==> src/rtl/icache.sv <==
`timescale 1ns/1ps
`default_nettype none
// ============================================================================
// Module   : icache
// Brief    : Direct-mapped read-only instruction cache, combinational hit path,
//            single-line refill over a request/grant + beat-valid interface.
//            Optional macro ICACHE_PERF_EN adds saturating hit/miss counters.
// Revision : 1.0 - initial release
// ============================================================================
module icache #(
    parameter int NUM_LINES      = 16,
    parameter int WORDS_PER_LINE = 4
) (
    input  logic        clk,
    input  logic        reset,
    input  logic [31:0] pc_if,
    output logic [31:0] instr_if,
    output logic        stall_o,
    input  logic        flush_i,
    output logic        mem_req,
    output logic [31:0] mem_addr,
    input  logic        mem_gnt,
    input  logic [31:0] mem_rdata,
    input  logic        mem_rvalid
`ifdef ICACHE_PERF_EN
    ,
    output logic [31:0] perf_hits_o,
    output logic [31:0] perf_misses_o
`endif
);

    localparam int c_OFF_W   = $clog2(WORDS_PER_LINE);
    localparam int c_IDX_W   = $clog2(NUM_LINES);
    localparam int c_TAG_LSB = 2 + c_OFF_W + c_IDX_W;
    localparam int c_TAG_W   = 32 - c_TAG_LSB;
    localparam logic [31:0] c_NOP = 32'h0000_0013;

    typedef enum logic [1:0] {
        S_IDLE = 2'd0,
        S_REQ  = 2'd1,
        S_FILL = 2'd2
    } state_t;

    state_t                     r_state;
    logic [NUM_LINES-1:0]       r_valid;
    logic [c_TAG_W-1:0]         r_tag  [NUM_LINES];
    logic [31:0]                r_data [NUM_LINES][WORDS_PER_LINE];
    logic [c_OFF_W-1:0]         r_cnt;
    logic                       r_flush_pend;
    logic                       r_mem_req;
    logic [31:0]                r_mem_addr;

    logic [c_OFF_W-1:0]         w_off;
    logic [c_IDX_W-1:0]         w_idx;
    logic [c_TAG_W-1:0]         w_tag;
    logic [c_IDX_W-1:0]         w_fill_idx;
    logic [c_TAG_W-1:0]         w_fill_tag;
    logic                       w_hit;
    logic                       w_miss;
    logic                       w_beat;
    logic                       w_last_beat;
    logic                       w_unused_lsbs;

    assign w_off         = pc_if[1+c_OFF_W:2];
    assign w_idx         = pc_if[c_TAG_LSB-1:2+c_OFF_W];
    assign w_tag         = pc_if[31:c_TAG_LSB];
    assign w_unused_lsbs = ^pc_if[1:0];

    // Refill indexing comes only from the latched line address.
    assign w_fill_idx = r_mem_addr[c_TAG_LSB-1:2+c_OFF_W];
    assign w_fill_tag = r_mem_addr[31:c_TAG_LSB];

    always_comb begin
        w_hit  = (r_state == S_IDLE) && r_valid[w_idx] && (r_tag[w_idx] == w_tag);
        w_miss = (r_state == S_IDLE) && !w_hit;
    end

    assign w_beat      = (r_state == S_FILL) && mem_rvalid;
    assign w_last_beat = w_beat && (r_cnt == c_OFF_W'(WORDS_PER_LINE - 1));

    assign stall_o  = !w_hit;
    assign instr_if = w_hit ? r_data[w_idx][w_off] : c_NOP;
    assign mem_req  = r_mem_req;
    assign mem_addr = r_mem_addr;

    // Control state: FSM, valid bits, beat counter and request outputs.
    always_ff @(posedge clk) begin
        if (reset) begin
            r_state      <= S_IDLE;
            r_valid      <= '0;
            r_cnt        <= '0;
            r_flush_pend <= 1'b0;
            r_mem_req    <= 1'b0;
            r_mem_addr   <= '0;
        end else begin
            case (r_state)
                S_IDLE: begin
                    if (w_miss) begin
                        r_state    <= S_REQ;
                        r_mem_req  <= 1'b1;
                        r_mem_addr <= {pc_if[31:2+c_OFF_W], {(2+c_OFF_W){1'b0}}};
                    end
                end
                S_REQ: begin
                    if (mem_gnt) begin
                        r_state   <= S_FILL;
                        r_mem_req <= 1'b0;
                        r_cnt     <= '0;
                    end
                end
                S_FILL: begin
                    if (mem_rvalid) begin
                        r_cnt <= r_cnt + c_OFF_W'(1);
                        if (w_last_beat) begin
                            r_state <= S_IDLE;
                        end
                    end
                end
                default: begin
                    r_state   <= S_IDLE;
                    r_mem_req <= 1'b0;
                end
            endcase

            // A flush seen during a refill suppresses the valid set at its end.
            if (w_last_beat) begin
                r_flush_pend <= 1'b0;
                if (!r_flush_pend && !flush_i) begin
                    r_valid[w_fill_idx] <= 1'b1;
                end
            end else if (flush_i && (r_state != S_IDLE)) begin
                r_flush_pend <= 1'b1;
            end

            if (flush_i) begin
                r_valid <= '0;
            end
        end
    end

    // Tag and data arrays carry no reset; valid bits alone gate visibility.
    always_ff @(posedge clk) begin
        if (!reset && w_beat) begin
            r_data[w_fill_idx][r_cnt] <= mem_rdata;
            if (w_last_beat) begin
                r_tag[w_fill_idx] <= w_fill_tag;
            end
        end
    end

`ifdef ICACHE_PERF_EN
    logic [31:0] r_perf_hits;
    logic [31:0] r_perf_misses;

    always_ff @(posedge clk) begin
        if (reset) begin
            r_perf_hits   <= '0;
            r_perf_misses <= '0;
        end else begin
            if (w_hit && (r_perf_hits != 32'hFFFF_FFFF)) begin
                r_perf_hits <= r_perf_hits + 32'd1;
            end
            if (w_miss && (r_perf_misses != 32'hFFFF_FFFF)) begin
                r_perf_misses <= r_perf_misses + 32'd1;
            end
        end
    end

    assign perf_hits_o   = r_perf_hits;
    assign perf_misses_o = r_perf_misses;
`endif

endmodule
`default_nettype wire

==> config.mk <==
export PLATFORM = sky130hd
export DESIGN_NAME = icache
export DESIGN_NICKNAME = d
export VERILOG_FILES = /design/src/rtl/icache.sv
export SDC_FILE = /design/constraint.sdc
export NUM_CORES = 2
export LEC_CHECK = 0
export CAP_MARGIN = 5
export CORE_ASPECT_RATIO = 2
export CORE_MARGIN = 2
export CORE_UTILIZATION = 53
export CTS_CLUSTER_SIZE = 40
export DETAILED_ROUTE_END_ITERATION = 10
export PLACE_DENSITY_LB_ADDON = 0.2
export SYNTH_ARGS = -nofsm -noshare
export SYNTH_HDL_FRONTEND = slang
export SYNTH_SLANG_ARGS = --single-unit
export TNS_END_PERCENT = 5
==> constraint.sdc <==
create_clock -name clk -period 10.8 [get_ports clk]
set_input_delay 3.24 -clock clk [delete_from_list [all_inputs] [get_ports clk]]
set_output_delay 3.24 -clock clk [all_outputs]
set_load 0.02 [all_outputs]
==> flow_summary.json <==
{
  "synth_top_area_share_pct": 76.5,
  "clkSinkCount": 2482,
  "timing.hold.ws_ns": 0.472,
  "fin_area_um2": 107000,
  "ir_drop_mv": 0.156,
  "synth_warnings": 0,
  "die_width_um": 304,
  "fin_setup_tns_ns": 0,
  "clk_path_buf_depth": 4,
  "maxCapViolCount": 0,
  "layout.cells.non_filler": 6735,
  "path_max_fanout": 34,
  "ys.flop_type": "edfxtp_1",
  "seq_area_frac_synth_pct": 77.6,
  "antenna_found_initial": 12,
  "clk_pin_slew_ns": 0.06,
  "hold_viol_final": 0,
  "routed_wl_um": 225000,
  "report.final.slew_viol_count": 0,
  "ys_types": 57,
  "synth_common_cells": "edfxtp_1 (2432), mux4_2 (750), nor2_1 (113), clkbuf_1 (88), mux2i_1 (80)",
  "max_slew_margin_pct": 18.6,
  "hold_buffers": 0,
  "synthArstFlopShare_pct": 0,
  "fmax_mhz": 95.1,
  "synth-edff-count": 2432,
  "drt_iter0_markers": 4577,
  "grt_usage_pct": 24.7,
  "grt_pass1_vias": 45006,
  "htreeDepth": 4,
  "cts_tree": "done",
  "cts_buffers": 208,
  "postRouteAntennaNets": 0,
  "status": "finished, final reports clean",
  "cp.required_ns": 7.56,
  "io_pins": 135,
  "synth_top_cell_by_area": "edfxtp_1",
  "crit_chain": "buf_8 > buf_4 > mux4_2 > mux2i_1 > mux2i_1 > xor2_1 > or4_1 > nor3_1 > nand3_2 > buf_12 > a211oi_1 > clkdlybuf4s50_1",
  "viasPerCell": 6.40,
  "power_mw": 19.0,
  "postCtsSetupBuffers": 0,
  "gp_congestion": 0.764,
  "die_y_um": 604,
  "tightest_slew_ns": 1.22,
  "startpoint_type": "input port",
  "yosys_register_bits": 2482,
  "post-synth-top-count-cell": "edfxtp_1",
  "drt_pass1_iterations": 8,
  "root_buffer": "clkbuf_16",
  "hold_path.class": "reg -> reg",
  "crit_path_end_kind": "primary output",
  "slowest_delay_ns": 0.70,
  "rsz0062_at_grt": "false",
  "total_leakage_power_nw": 33.0,
  "fp-row-count": 220,
  "die-area_um2": 184000,
  "finalSetupViolCount": 0,
  "min_period_ns": 10.52,
  "worstPathArrival_ns": 7.28,
  "ctsResizeCount": 0,
  "syn_to_final_growth_pct": 12.2,
  "start_util_pct": 53.3,
  "core-area_um2": 179000,
  "worst_path_max_delay_cell": "clkdlybuf4s50_1",
  "synth_area_um2": 95500,
  "synthCells": 3956,
  "place_hpwl_um": 124000,
  "grt_max_degree": 115,
  "vias": 43102,
  "crit_type": "in -> out",
  "portBuffers": 128,
  "postPlaceCellArea_um2": 100000,
  "fin_skew_ns": 0.0442,
  "placedCellCount": 6351,
  "grt-ovfl-total": 0,
  "grt_pass1_wl_um": 322000,
  "drive_gt1_share_pct": 30.4,
  "worst_path_most_repeated_cell": "mux2i_1",
  "clock_latency_ns": 0.86,
  "yosys-top-cells-area": "edfxtp_1 (77%), mux4_2 (18%), dfxtp_1 (1.0%), mux2i_1 (0.84%), nor2_1 (0.44%)",
  "fin_crit_sh_pct": 97.4,
  "wire_per_inst_um": 33.3,
  "drc_errors": 0,
  "worst-r2r-setup-slack_ns": 7.10,
  "synth_area_per_cell_um2": 24.1,
  "power_density_nw_per_um2": 177,
  "nets": 4303
}
-- routing by layer --
layer | vias up | part of all wire (%) | global-route usage [%]
li1 | 17506 | - | -
met1 | 23646 | 37 | 31.6
met2 | 1596 | 54 | 44.6
met3 | 350 | 6.0 | 3.26
met4 | 4 | 2.6 | 6.87
met5 | - | 0.013 | 0
-- path summary, 6_finish.rpt --
kind | from | end | cells past startpoint
max | pc_if[4] | instr_if[13] | 12
min | r_valid[13]$_SDFFE_PP0P_ | r_valid[13]$_SDFFE_PP0P_ | 2
max reg2reg | r_tag[3][22]$_DFFE_PP_ | mem_addr[21]$_SDFFE_PP0P_ | 8
min reg2reg | r_valid[13]$_SDFFE_PP0P_ | r_valid[13]$_SDFFE_PP0P_ | 2
-- placed cells by master (no fill, tap or decap), drive strengths merged, types with 10 or more instances in the layout --
master,count
mux4,757
buf,204
nor2,113
nor2b,40
a211oi,36
nand2,25
xnor2,10
clkinv,81
mux2i,80
dfxtp,50
xor2,16
a31oi,13
edfxtp,2432
clkbuf,260
bufinv,21
nand2b,60
clkdlybuf4s50,82
clkinvlp,14
-- area by class of cell --
cell class | count | area (um^2)
multi-input combinational | 1246 | 20900
clock inverter | 118 | 1140
sequential | 2482 | 74000
clock buffer | 260 | 5500
inverter | 6 | 22.5
timing repair buffer | 286 | 2580
antenna | 6 | 15.0
fill | 12390 | 72100
tap | 2331 | 2920
-- metrics by stage --
stage | util, % | worst slack (ns)
final | 59.8 | 0.284
after global routing | 59.8 | 0.0656
after CTS | 59.8 | 0.259
after detailed placement | 56.1 | 0.264
after global placement | 56.1 | 0.234
after floorplan | - | 1.12
-- power breakdown --
part / internal [mW] / leakage (nW) / total [mW] / switching (mW)
Combinational: 0.389 / 7.46 / 0.893 / 0.504
Clock: 4.12 / 3.21 / 7.46 / 3.34
Sequential: 10.6 / 22.3 / 10.6 / 0.0412
Total: 15.1 / 33.0 / 19.0 / 3.88
-- state kept, by name (all words and copies together), names as in the netlist --
signal,flops
r_data,2048
r_state,2
r_valid,16
r_cnt,2
mem_addr,28
r_flush_pend,1
mem_req,1
r_tag,384
-- cells by family after synthesis --
kind of cell / Yosys count / synth area share (%)
AOI/OAI and AO/OA: 91 / 0.696
adders and majority gates: 4 / 0.0524
DFF: 2482 / 77.6
muxes: 845 / 18.8
xor gates and xnor gates: 26 / 0.239
buffers and inverters: 231 / 1.17
and+or+nand+nor: 276 / 1.46
other: 1 / 0.00393
-- critical path, delay by kind of cell --
family	cells	cell delay (ns)
AND/OR/NAND/NOR	3	1.00
multiplexers	3	0.84
AO/OA/AOI/OAI	1	0.44
XOR/XNOR	1	0.23
buffers and inverters	4	1.42
(Power assumes the default switching activity.)
